$ cat config.mk
export PLATFORM = sky130hd
export DESIGN_NAME = rol64_core
export DESIGN_NICKNAME = d
export VERILOG_FILES = /design/src/rtl/rol64_pkg.sv /design/src/rtl/rol64_core_stage.sv /design/src/rtl/rol64_core.sv
export SDC_FILE = /design/constraint.sdc
export NUM_CORES = 1
export LEC_CHECK = 0
export BUFFER_PORTS_ARGS = -buffer_cell sky130_fd_sc_hd__buf_2
export CAP_MARGIN = 0
export CORE_UTILIZATION = 50
export CTS_CLUSTER_DIAMETER = 200
export DETAILED_ROUTE_END_ITERATION = 10
export HOLD_SLACK_MARGIN = 0.08
export PLACE_DENSITY = 0.75
export SLEW_MARGIN = 20
export SYNTH_ARGS = -nofsm -noshare
export SYNTH_HDL_FRONTEND = slang
export SYNTH_HIERARCHICAL = 1
export SYNTH_SLANG_ARGS = --single-unit
$ cat constraint.sdc
create_clock -name i_clk -period 2.7 [get_ports i_clk]
set_input_delay 0.405 -clock i_clk [delete_from_list [all_inputs] [get_ports i_clk]]
set_output_delay 0.405 -clock i_clk [all_outputs]
set_load 0.02 [all_outputs]
$ cat src/rtl/rol64_pkg.sv
// ============================================================================
// Module      : rol64_pkg
// Description : Shared widths and behavioural rotate reference for rol64_core.
// Revision    : 1.0 - initial release
// ============================================================================
`default_nettype none

package rol64_pkg;

    localparam int ROL_BW_A   = 64;
    localparam int ROL_BW_N   = 9;
    localparam int ROL_NSTAGE = $clog2(ROL_BW_A);

    // Behavioural rotate-left; only the low ROL_NSTAGE bits of n matter.
    function automatic logic [ROL_BW_A-1:0] rol_ref(
        input logic [ROL_BW_A-1:0] a,
        input logic [ROL_BW_N-1:0] n
    );
        logic [ROL_NSTAGE-1:0] k;
        k = n[ROL_NSTAGE-1:0];
        if (k == '0) begin
            return a;
        end
        return (a << k) | (a >> (ROL_BW_A - int'(k)));
    endfunction

endpackage

`default_nettype wire

$ cat src/rtl/rol64_core_stage.sv
// ============================================================================
// Module      : rol_stage
// Description : One barrel-rotator stage: rotate left by SHIFT when selected.
// Revision    : 1.0 - initial release
// ============================================================================
`default_nettype none

module rol_stage
    import rol64_pkg::*;
#(
    parameter int BW_A  = ROL_BW_A,
    parameter int SHIFT = 1
) (
    input  logic [BW_A-1:0] i_d,
    input  logic            i_sel,
    output logic [BW_A-1:0] o_d
);

    logic [BW_A-1:0] w_rot;

    assign w_rot = {i_d[BW_A-SHIFT-1:0], i_d[BW_A-1:BW_A-SHIFT]};
    assign o_d   = i_sel ? w_rot : i_d;

endmodule

`default_nettype wire

$ cat src/rtl/rol64_core.sv
// ============================================================================
// Module      : rol64_core
// Description : Registered log2(BW_A)-stage barrel rotator, 1-cycle latency.
//               Define ROL64_ROR_EN to add the i_dir (rotate-right) port.
// Revision    : 1.0 - initial release
// ============================================================================
`default_nettype none

module rol64_core
    import rol64_pkg::*;
#(
    parameter int BW_A = ROL_BW_A,
    parameter int BW_N = ROL_BW_N
) (
    input  logic            i_clk,
    input  logic            i_rst,
    input  logic            i_valid,
    input  logic [BW_A-1:0] i_a,
    input  logic [BW_N-1:0] i_n,
`ifdef ROL64_ROR_EN
    input  logic            i_dir,
`endif
    output logic            o_valid,
    output logic [BW_A-1:0] o_rol64
);

    localparam int NSTAGE = $clog2(BW_A);

    logic [NSTAGE-1:0] w_k_raw;
    logic [NSTAGE-1:0] w_k;
    logic [BW_A-1:0]   w_stage [0:NSTAGE];
    logic              r_valid;
    logic [BW_A-1:0]   r_rol64;

    assign w_k_raw = i_n[NSTAGE-1:0];

`ifdef ROL64_ROR_EN
    // Rotate right by k equals rotate left by (BW_A-k) mod BW_A, i.e. -k.
    assign w_k = i_dir ? (~w_k_raw + NSTAGE'(1)) : w_k_raw;
`else
    assign w_k = w_k_raw;
`endif

    generate
        if (BW_N > NSTAGE) begin : g_n_upper
            logic w_n_unused;
            assign w_n_unused = ^i_n[BW_N-1:NSTAGE];
        end
    endgenerate

    assign w_stage[0] = i_a;

    generate
        for (genvar s = 0; s < NSTAGE; s++) begin : g_stage
            rol_stage #(
                .BW_A  (BW_A),
                .SHIFT (1 << s)
            ) u_stage (
                .i_d   (w_stage[s]),
                .i_sel (w_k[s]),
                .o_d   (w_stage[s+1])
            );
        end
    endgenerate

    always_ff @(posedge i_clk) begin
        if (i_rst) begin
            r_valid <= 1'b0;
            r_rol64 <= '0;
        end else begin
            r_valid <= i_valid;
            if (i_valid) begin
                r_rol64 <= w_stage[NSTAGE];
            end
        end
    end

    assign o_valid = r_valid;
    assign o_rol64 = r_rol64;

endmodule

`default_nettype wire

==> impl_metrics.env, run 1 <==
export IMPL_drt_iter0_drc=182
export IMPL_grt_max_degree=66
export IMPL_slew_violations=0
export IMPL_clk_path_buf_depth=2
export IMPL_wl_met1_mm=8.45
export IMPL_via_per_inst=5.30
export IMPL_syn_avg_cell_area_um2=13.8
export IMPL_antenna_found_initial=0
export IMPL_ys_ff_latch=65
export IMPL_clock_skew_ns=0
export IMPL_cts_root_buf="clkbuf_16"
export IMPL_syn_inst=634
export IMPL_core_area_mm2=0.0172
export IMPL_post_cts_setup_buffer_count=0
export IMPL_via_count=5198
export IMPL_cp_required_ns=2.89
export IMPL_slowest_delay_ns=0.33
export IMPL_ys_types=13
export IMPL_syn_area_mm2=0.00877
export IMPL_worstPathCellList="buf_4, buf_12, mux2_4, mux2_4, mux2_4, mux2_4, mux2_4, mux2_4, mux2i_1, nor2_1"
export IMPL_finalPower_uw=4770
export IMPL_max_freq_mhz=395
export IMPL_highest_layer="met4"
export IMPL_worstSetupEndpointType="register"
export IMPL_async_flop_share_pct=0
export IMPL_min_period_ns=2.53
export IMPL_crit_slowest_cell="mux2_4"
export IMPL_path_common_cell="mux2_4"
export IMPL_htreeDepth=3
export IMPL_vdd_drop_max_mv=0.431
export IMPL_fp_dieW_um=134
export IMPL_grt_pass1_vias=5178
export IMPL_clock_sinks=65
export IMPL_fin_crit_sh_pct=93.8
export IMPL_hold_viol=0
export IMPL_synth_nets=710
export IMPL_antenna_cells=0
export IMPL_nNetsFinal=827
export IMPL_ys_dominant_reg_cell="dfxtp_1"
export IMPL_crit_family="multiplexers"
export IMPL_layout_setup_ws_ns=0.167
export IMPL_setup_viol=0
export IMPL_pre_cts_slack_ns=-0.185
export IMPL_cp_depth=10
export IMPL_io_buffers=137
export IMPL_grt_use_total_pct=19.9
export IMPL_status="finished clean"
export IMPL_stdcell_count=981
export IMPL_ant_nets=0
export IMPL_synth_edf_count=0
export IMPL_wl_met2_mm=8.82
export IMPL_dr_wl_met3_um=534
export IMPL_dieHeight_um=134
export IMPL_holdWs_ns=0.483
export IMPL_critPathLaunchType="input pin"
export IMPL_r2r_cells=2
export IMPL_synth_top_area_share_pct=61.6
export IMPL_synth_area_leaders="mux2_4 (62%), dfxtp_1 (15%), buf_12 (8.2%)"
export IMPL_rows=48
export IMPL_path_max_fanout=21
export IMPL_placed_cells=965
export IMPL_start_util_pct=50.9
export IMPL_cts_buffers=9
export IMPL_pin_count=141
export IMPL_ys_warn_count=6
export IMPL_area_delta_synth_final_pct=8.46
export IMPL_grt_pass1_wl_mm=27.6
export IMPL_clkLatencyLatePin_ns=0.33
export IMPL_cp_arrival_ns=2.72
export IMPL_overflow=0
export IMPL_hpwlAfterDp_mm=15.0
export IMPL_wirelength_mm=18.1
export IMPL_drc=0
export IMPL_synth_most_common_cell="mux2_4"
export IMPL_first_pass_iters=4
export IMPL_wl_per_cell_um=18.5
export IMPL_tightest_slew_ns=0.666
export IMPL_die_area_mm2=0.0181
export IMPL_rrSetupSlack_ns=2.04
export IMPL_synthTopCellsByCount="mux2_4 (360), dfxtp_1 (65), mux2i_1 (64), nor2_1 (64), buf_12 (36)"
export IMPL_drive_above_1_share_pct=74.3
export IMPL_worstSetupPathType="in2reg"
export IMPL_synth_area_leader_cell="mux2_4"
export IMPL_power_leakage_uw=0.00504
export IMPL_maxCapViolCount=0
export IMPL_cts_resized=0
export IMPL_min_path_cells=2
export IMPL_gp_congestion=0.887
export IMPL_grt_setup_unrepaired="false"
export IMPL_power_density_mw_per_mm2=501
export IMPL_hold_buffers=0
export IMPL_cts_tree="yes"
export IMPL_synth_seq_area_share_pct=14.8
export IMPL_clkSlewWorstSetupHoldPaths_ns=0.05
export IMPL_holdCritPathClass="reg2reg"
export IMPL_slew_limit_headroom_pct=55.6
export IMPL_crit_buf_inv=2
[final cells by class]
cell class | instances | area [um2]
Fill cell | 1432 | 7720
Multi-Input combinational cell | 513 | 6560
Clock buffer | 11 | 253
Timing Repair Buffer | 162 | 1040
Clock inverter | 5 | 77.6
Sequential cell | 65 | 1300
Tap cell | 225 | 282
[metal layers]
layer	vias up	global-route usage, %
met2	121	34.9
met5	-	0
met4	0	5.87
met3	22	2.44
li1	2547	-
met1	2508	25.4
[power by group]
group,leakage (uW),internal [uW],switching [uW]
logic,0.00434,1390,978
registers,0.000537,1070,59.7
clock network,0.000162,854,424
total,0.00504,3310,1460
[sequential cells by signal, indices dropped and copies added, names as in the netlist]
register and cells:
o_valid 1, o_rol64 64
[tightest hold or removal path: cells and delay by family, from the launching register on]
family	cells	cell delay, ns
flip-flops	1	0.32
AND/OR/NAND/NOR	1	0.07
multiplexers	1	0.06
[stage by stage]
stage | setup TNS (ns) | cell area, um2 | util, %
finish | 0 | 9520 | 55.2
global route | 0 | 9520 | 55.2
CTS | 0 | 9520 | 55.2
detailed placement | -9.00 | 9190 | 53.3
global placement | -6.76 | 9190 | 53.3
floorplan | 0 | 8770 | -
[cells in the final DEF (no fill, tap or decap)]
cell type   netlist  layout
mux2_4          360     360
mux2i_1          64      64
buf_2             2     130
clkbuf_16         0       9
clkinvlp_4        0       1
buf_4             1      20
dfxtp_1          65      65
bufinv_16         0       2
nor2_1           64      64
mux2_2           24      24
buf_12           36      12
clkbuf_8          0       2
nor2b_1           1       1
clkinv_2          0       2
[path summary, 6_finish.rpt]
check                           start                  endpoint
max reg2reg  o_rol64[22]$_SDFFE_PP0P_  o_rol64[22]$_SDFFE_PP0P_
max                            i_n[0]  o_rol64[12]$_SDFFE_PP0P_
min          o_rol64[25]$_SDFFE_PP0P_  o_rol64[25]$_SDFFE_PP0P_
min reg2reg  o_rol64[25]$_SDFFE_PP0P_  o_rol64[25]$_SDFFE_PP0P_
[cells by family (layout without fill, tap and decap cells)]
group | count (synthesis) | after routing | share of synthesized area [%]
DFF | 65 | 65 | 14.8
muxes | 448 | 448 | 72.0
buffers and inverters | 56 | 178 | 10.4
and+or+nand+nor | 65 | 65 | 2.81
(Power assumes the default switching activity.)
==> inputs of run 2 (changes only) <==
--- a/config.mk
+++ b/config.mk
@@ -11,7 +11,7 @@
 export CTS_CLUSTER_DIAMETER = 200
 export DETAILED_ROUTE_END_ITERATION = 10
 export HOLD_SLACK_MARGIN = 0.08
-export PLACE_DENSITY = 0.75
+export PLACE_DENSITY = 0.72
 export SLEW_MARGIN = 20
 export SYNTH_ARGS = -nofsm -noshare
 export SYNTH_HDL_FRONTEND = slang
==> constraint.sdc (replaced) <==
create_clock -name i_clk -period 2.74 [get_ports i_clk]
set_input_delay 0.411 -clock i_clk [delete_from_list [all_inputs] [get_ports i_clk]]
set_output_delay 0.411 -clock i_clk [all_outputs]
set_load 0.02 [all_outputs]
==> run 2 against run 1 <==
Against the previous run:
- routed wire length is 0.15% lower
- critical path depth stayed put
- sequential power hardly changed
- clock skew stayed put
- critical endpoint is now o_rol64[5]$_SDFFE_PP0P_
- global-route usage is 0.16 points lower
- clock power is 6% lower
- clock-buffer cell count is 2 higher
- via count is 0.46% lower
- largest power group unchanged
- register-to-register slack better by 0.02 ns
- non-clock buffer count is 4 higher
==> impl_metrics.env, run 2 (synthesis gave the netlist of run 1 again) <==
export IMPL_drt_iter0_drc=107
export IMPL_grt_max_degree=66
export IMPL_fill_cells=1479
export IMPL_clkLatencyLatePin_ns=0.33
export IMPL_crit_start="i_n[0]"
export IMPL_max_freq_mhz=388
export IMPL_hold_buffers=0
export IMPL_clk_path_buf_depth=2
export IMPL_busiest_layer="met2"
export IMPL_worstHoldStart="o_rol64[32]$_SDFFE_PP0P_"
export IMPL_cts_resized=0
export IMPL_status="finished clean"
export IMPL_cp_required_ns=2.94
export IMPL_use_met1_pct=24.0
export IMPL_cts_tree="yes"
export IMPL_rows=48
export IMPL_via_count=5174
export IMPL_cts_buffers=9
export IMPL_io_buffers=137
export IMPL_overflow=0
export IMPL_core_area_mm2=0.0172
export IMPL_cp_arrival_ns=2.77
export IMPL_final_cell_area_mm2=0.00951
export IMPL_power_leakage_uw=0.00504
export IMPL_antenna_found_initial=0
export IMPL_fin_util_pct=55.2
export IMPL_fp_dieW_um=134
export IMPL_maxCapViolCount=0
export IMPL_drc=0
export IMPL_gp_congestion=0.948
export IMPL_tightest_slew_ns=0.673
export IMPL_via_per_inst=5.26
export IMPL_grt_pass1_vias=5209
export IMPL_start_util_pct=50.9
export IMPL_grt_setup_unrepaired="false"
export IMPL_clock_sinks=65
export IMPL_clkSlewWorstSetupHoldPaths_ns=0.05
export IMPL_clock_skew_ns=0
export IMPL_power_density_mw_per_mm2=489
export IMPL_gr_usage_met2_pct=34.0
export IMPL_hpwlAfterDp_mm=15.1
export IMPL_fin_crit_sh_pct=94.0
export IMPL_wl_per_cell_um=18.4
export IMPL_die_area_mm2=0.0181
export IMPL_slew_limit_headroom_pct=55.2
export IMPL_cts_root_buf="clkbuf_16"
export IMPL_grtUsageMet3_pct=3.12
export IMPL_rrSetupSlack_ns=2.06
export IMPL_min_period_ns=2.58
export IMPL_postPlaceCellArea_mm2=0.00919
export IMPL_r2r_start="o_rol64[62]$_SDFFE_PP0P_"
export IMPL_critPathLaunchType="input pin"
export IMPL_wirelength_mm=18.1
export IMPL_layout_commonest_cell="mux2_4"
export IMPL_grt_pass1_wl_mm=27.5
export IMPL_worstSetupEndpointType="register"
export IMPL_slew_violations=0
export IMPL_ant_nets=0
export IMPL_first_pass_iters=4
export IMPL_vdd_drop_max_mv=0.394
export IMPL_largest_reg_flops=64
export IMPL_area_delta_synth_final_pct=8.34
export IMPL_grt_use_total_pct=19.7
export IMPL_nNetsFinal=831
export IMPL_setup_viol=0
export IMPL_path_max_fanout=22
export IMPL_holdCritPathClass="reg2reg"
export IMPL_worstSetupPathType="in2reg"
export IMPL_htreeDepth=3
export IMPL_dieHeight_um=134
export IMPL_antenna_cells=0
export IMPL_post_cts_setup_buffer_count=0
export IMPL_pin_count=141
export IMPL_mostFrequentLayoutCells="mux2_4 (360), buf_2 (130), dfxtp_1 (65)"
export IMPL_hold_viol=0
export IMPL_drive_above_1_share_pct=74.4
[run 2: critical path, stage by stage]
cell and delay, ns:
buf_4 0.14, buf_12 0.20, mux2_2 0.37, mux2_2 0.30
mux2_4 0.29, mux2_4 0.28, mux2_4 0.30, mux2_4 0.27
mux2i_1 0.16, nor2_1 0.05
[run 2: worst paths after layout]
check	to	cells after the start
worst max-delay path	o_rol64[5]$_SDFFE_PP0P_	10
worst min-delay path	o_rol64[32]$_SDFFE_PP0P_	2
worst max register to register	o_rol64[62]$_SDFFE_PP0P_	2
worst min register to register	o_rol64[32]$_SDFFE_PP0P_	2
[run 2: stage by stage]
| step | TNS, ns | total power, uW | hold WS [ns] | instances | worst slack [ns] |
|---|---|---|---|---|---|
| after floorplan | 0 | 3050 | 0.583 | 634 | 0.0895 |
| after global placement | -6.45 | 3420 | 0.470 | 969 | -0.143 |
| after detailed placement | -8.48 | 3460 | 0.480 | 969 | -0.173 |
| after CTS | 0 | 4690 | 0.493 | 984 | 0.174 |
| after global routing | 0 | 4850 | 0.514 | 984 | 0.0779 |
| final | 0 | 4650 | 0.484 | 984 | 0.165 |
[run 2: layout make-up]
class | instances | area (um2) | area share (%)
clock buffer | 13 | 280 | 2.95
clock inverter | 2 | 35.0 | 0.369
multi-input combinational | 513 | 6560 | 69.0
sequential | 65 | 1300 | 13.7
tap | 225 | 282 | 2.96
timing repair buffer | 166 | 1050 | 11.0
[run 2: report_power, final]
group | switching [uW] | internal (uW)
combinational | 966 | 1360
sequential | 56.5 | 1050
clock | 408 | 796
total | 1430 | 3220
[run 2: layer usage]
metal / share of wire, % / up-vias
li1: - / 2547
met1: 45 / 2466
met2: 49 / 128
met3: 3.7 / 33
met4: 2.9 / 0
met5: 0 / -
==> inputs of run 3 (changes only) <==
==> constraint.sdc (replaced) <==
create_clock -name i_clk -period 2.74 [get_ports i_clk]
set_input_delay 0.548 -clock i_clk [delete_from_list [all_inputs] [get_ports i_clk]]
set_output_delay 0.548 -clock i_clk [all_outputs]
set_load 0.02 [all_outputs]
==> run 3 against run 2 <==
Against the previous run:
- sequential power barely moved
- worst hold slack about the same
- cell area is 0.79% higher
- critical path type unchanged
- critical endpoint is now o_rol64[27]$_SDFFE_PP0P_
- largest cell class unchanged
==> impl_metrics.env, run 3 (synthesis gave the netlist of run 1 again) <==
export IMPL_fill_cells=1465
export IMPL_seqCellArea_mm2=0.00130
export IMPL_final_cell_area_mm2=0.00958
export IMPL_grt_max_degree=32
export IMPL_combPwrFrac_pct=51.3
export IMPL_wl_per_cell_um=18.4
export IMPL_crit_family="multiplexers"
export IMPL_status="finished clean"
export IMPL_clkLatencyLatePin_ns=0.32
export IMPL_seqPwrFrac_pct=24.3
export IMPL_fp_dieW_um=134
export IMPL_drt_iter0_drc=143
export IMPL_gp_congestion=0.911
export IMPL_swShare_pct=31.0
export IMPL_worstSetupEndpointType="register"
export IMPL_r2r_start="o_rol64[4]$_SDFFE_PP0P_"
export IMPL_maxCapViolCount=0
export IMPL_die_area_mm2=0.0181
export IMPL_rows=48
export IMPL_max_freq_mhz=378
export IMPL_core_area_mm2=0.0172
export IMPL_grt_pass1_wl_mm=27.2
export IMPL_cts_resized=0
export IMPL_multiInputGateArea_mm2=0.00656
export IMPL_slew_violations=0
export IMPL_post_cts_setup_buffer_count=0
export IMPL_antenna_cells=0
export IMPL_p_int_uw=3160
export IMPL_p_switching_uw=1420
export IMPL_grt_setup_unrepaired="false"
export IMPL_hold_viol=0
export IMPL_clock_skew_ns=0
export IMPL_overflow=0
export IMPL_io_buffers=137
export IMPL_crit_buf_inv=2
export IMPL_cp_required_ns=2.95
export IMPL_r2r_cells=2
export IMPL_clk_path_buf_depth=2
export IMPL_slowest_delay_ns=0.32
export IMPL_crit_start="i_n[0]"
export IMPL_grt_use_total_pct=19.4
export IMPL_antenna_found_initial=0
export IMPL_cts_root_buf="clkbuf_16"
export IMPL_drc=0
export IMPL_cp_endpoint="o_rol64[27]$_SDFFE_PP0P_"
export IMPL_power_density_mw_per_mm2=478
export IMPL_layout_commonest_cell="mux2_4"
export IMPL_cp_arrival_ns=2.85
export IMPL_largest_reg_flops=64
export IMPL_grt_pass1_vias=5157
export IMPL_p_clk_share_pct=24.4
export IMPL_wirelength_mm=18.1
export IMPL_area_delta_synth_final_pct=9.20
export IMPL_path_common_cell="mux2_4"
export IMPL_vdd_drop_max_mv=0.331
export IMPL_worstPathCellList="buf_6, buf_4, mux2_4, mux2_4, mux2_4, mux2_4, mux2_4, mux2_4, mux2i_1, nor2_1"
export IMPL_first_pass_iters=4
export IMPL_tightest_slew_ns=0.421
export IMPL_pin_count=141
export IMPL_via_per_inst=5.19
export IMPL_worstSetupPathType="in2reg"
export IMPL_fin_crit_sh_pct=96.7
export IMPL_rrSetupSlack_ns=2.09
export IMPL_hpwlAfterDp_mm=15.2
export IMPL_slew_limit_headroom_pct=71.9
export IMPL_dieHeight_um=134
export IMPL_clkSlewWorstSetupHoldPaths_ns=0.05
export IMPL_worstHoldStart="o_rol64[3]$_SDFFE_PP0P_"
export IMPL_nNetsFinal=831
export IMPL_ant_nets=0
export IMPL_drive_above_1_share_pct=74.1
export IMPL_via_count=5109
export IMPL_postPlaceCellArea_mm2=0.00926
export IMPL_mostFrequentLayoutCells="mux2_4 (360), buf_2 (130), dfxtp_1 (65)"
export IMPL_reg2reg_to="o_rol64[4]$_SDFFE_PP0P_"
export IMPL_power_leakage_uw=0.00507
export IMPL_path_max_fanout=10
export IMPL_setup_viol=0
export IMPL_critPathLaunchType="input pin"
export IMPL_min_period_ns=2.65
export IMPL_htreeDepth=3
export IMPL_hold_buffers=0
export IMPL_cts_tree="yes"
export IMPL_crit_slowest_cell="mux2_4"
export IMPL_cts_buffers=9
export IMPL_start_util_pct=50.9
export IMPL_holdCritPathClass="reg2reg"
export IMPL_cp_depth=10
export IMPL_clock_sinks=65
export IMPL_fin_tns_setup_ns=0
## run 3: cell types whose count changed in the layout (fill, tap and decap cells not counted)
cell,previous run,this run
clkbuf_1,0,3
clkbuf_8,4,1
buf_12,10,16
buf_4,26,17
clkbuf_16,9,10
clkinv_2,1,2
buf_6,0,2
## run 3: worst min-delay path by stage
| stage | depth (start not counted) | end | slack, ns |
|---|---|---|---|
| after floorplan | 2 | o_rol64[0]$_SDFFE_PP0P_ | 0.58 |
| after global placement | 2 | o_rol64[28]$_SDFFE_PP0P_ | 0.47 |
| after detailed placement | 2 | o_rol64[3]$_SDFFE_PP0P_ | 0.47 |
| after CTS | 2 | o_rol64[3]$_SDFFE_PP0P_ | 0.49 |
| after global routing | 2 | o_rol64[16]$_SDFFE_PP0P_ | 0.51 |
| final | 2 | o_rol64[3]$_SDFFE_PP0P_ | 0.48 |
## run 3: per-stage QoR
step / power [uW] / std cells / hold slack [ns] / utilization (%) / worst slack (ns)
5_1_grt: 4780 / 985 / 0.508 / 55.6 / 0.0388
6_report: 4580 / 985 / 0.484 / 55.6 / 0.0913
3_3_place_gp: 3430 / 968 / 0.471 / 53.7 / -0.230
3_5_place_dp: 3480 / 968 / 0.473 / 53.7 / -0.304
4_1_cts: 4610 / 984 / 0.488 / 55.4 / 0.0416
2_1_floorplan: 3050 / 634 / 0.583 / - / 0.000912
## run 3: cell type report
cell class / count / share of cell area, %
multi-input cells: 513 / 68.5
clock inverters: 3 / 0.418
well taps: 225 / 2.94
flip-flops and latches: 65 / 13.6
clock buffers: 13 / 2.61
repair buffers: 166 / 12.0
## run 3: power by group through the flow
| stage | clock network (uW) | logic, uW | registers, uW |
|---|---|---|---|
| 3_5_place_dp | 0 | 2340 | 1130 |
| 3_3_place_gp | 0 | 2300 | 1130 |
| 2_1_floorplan | 0 | 1800 | 1250 |
| 6_report | 1120 | 2350 | 1110 |
| 5_1_grt | 1190 | 2470 | 1120 |
| 4_1_cts | 1150 | 2350 | 1110 |
## run 3: worst register-to-register path: cells and delay by family, from the launching register on
| kind | cells | cell delay, ns |
|---|---|---|
| AND/OR/NAND/NOR | 1 | 0.06 |
| multiplexers | 1 | 0.16 |
| flip-flops | 1 | 0.31 |
## run 3: layer usage
layer	vias up	global-route usage [%]	routed length (um)
li1	2555	-	-
met1	2442	24.0	8500
met2	97	35.0	8850
met3	15	2.03	414
met4	0	6.12	312
met5	-	0	0
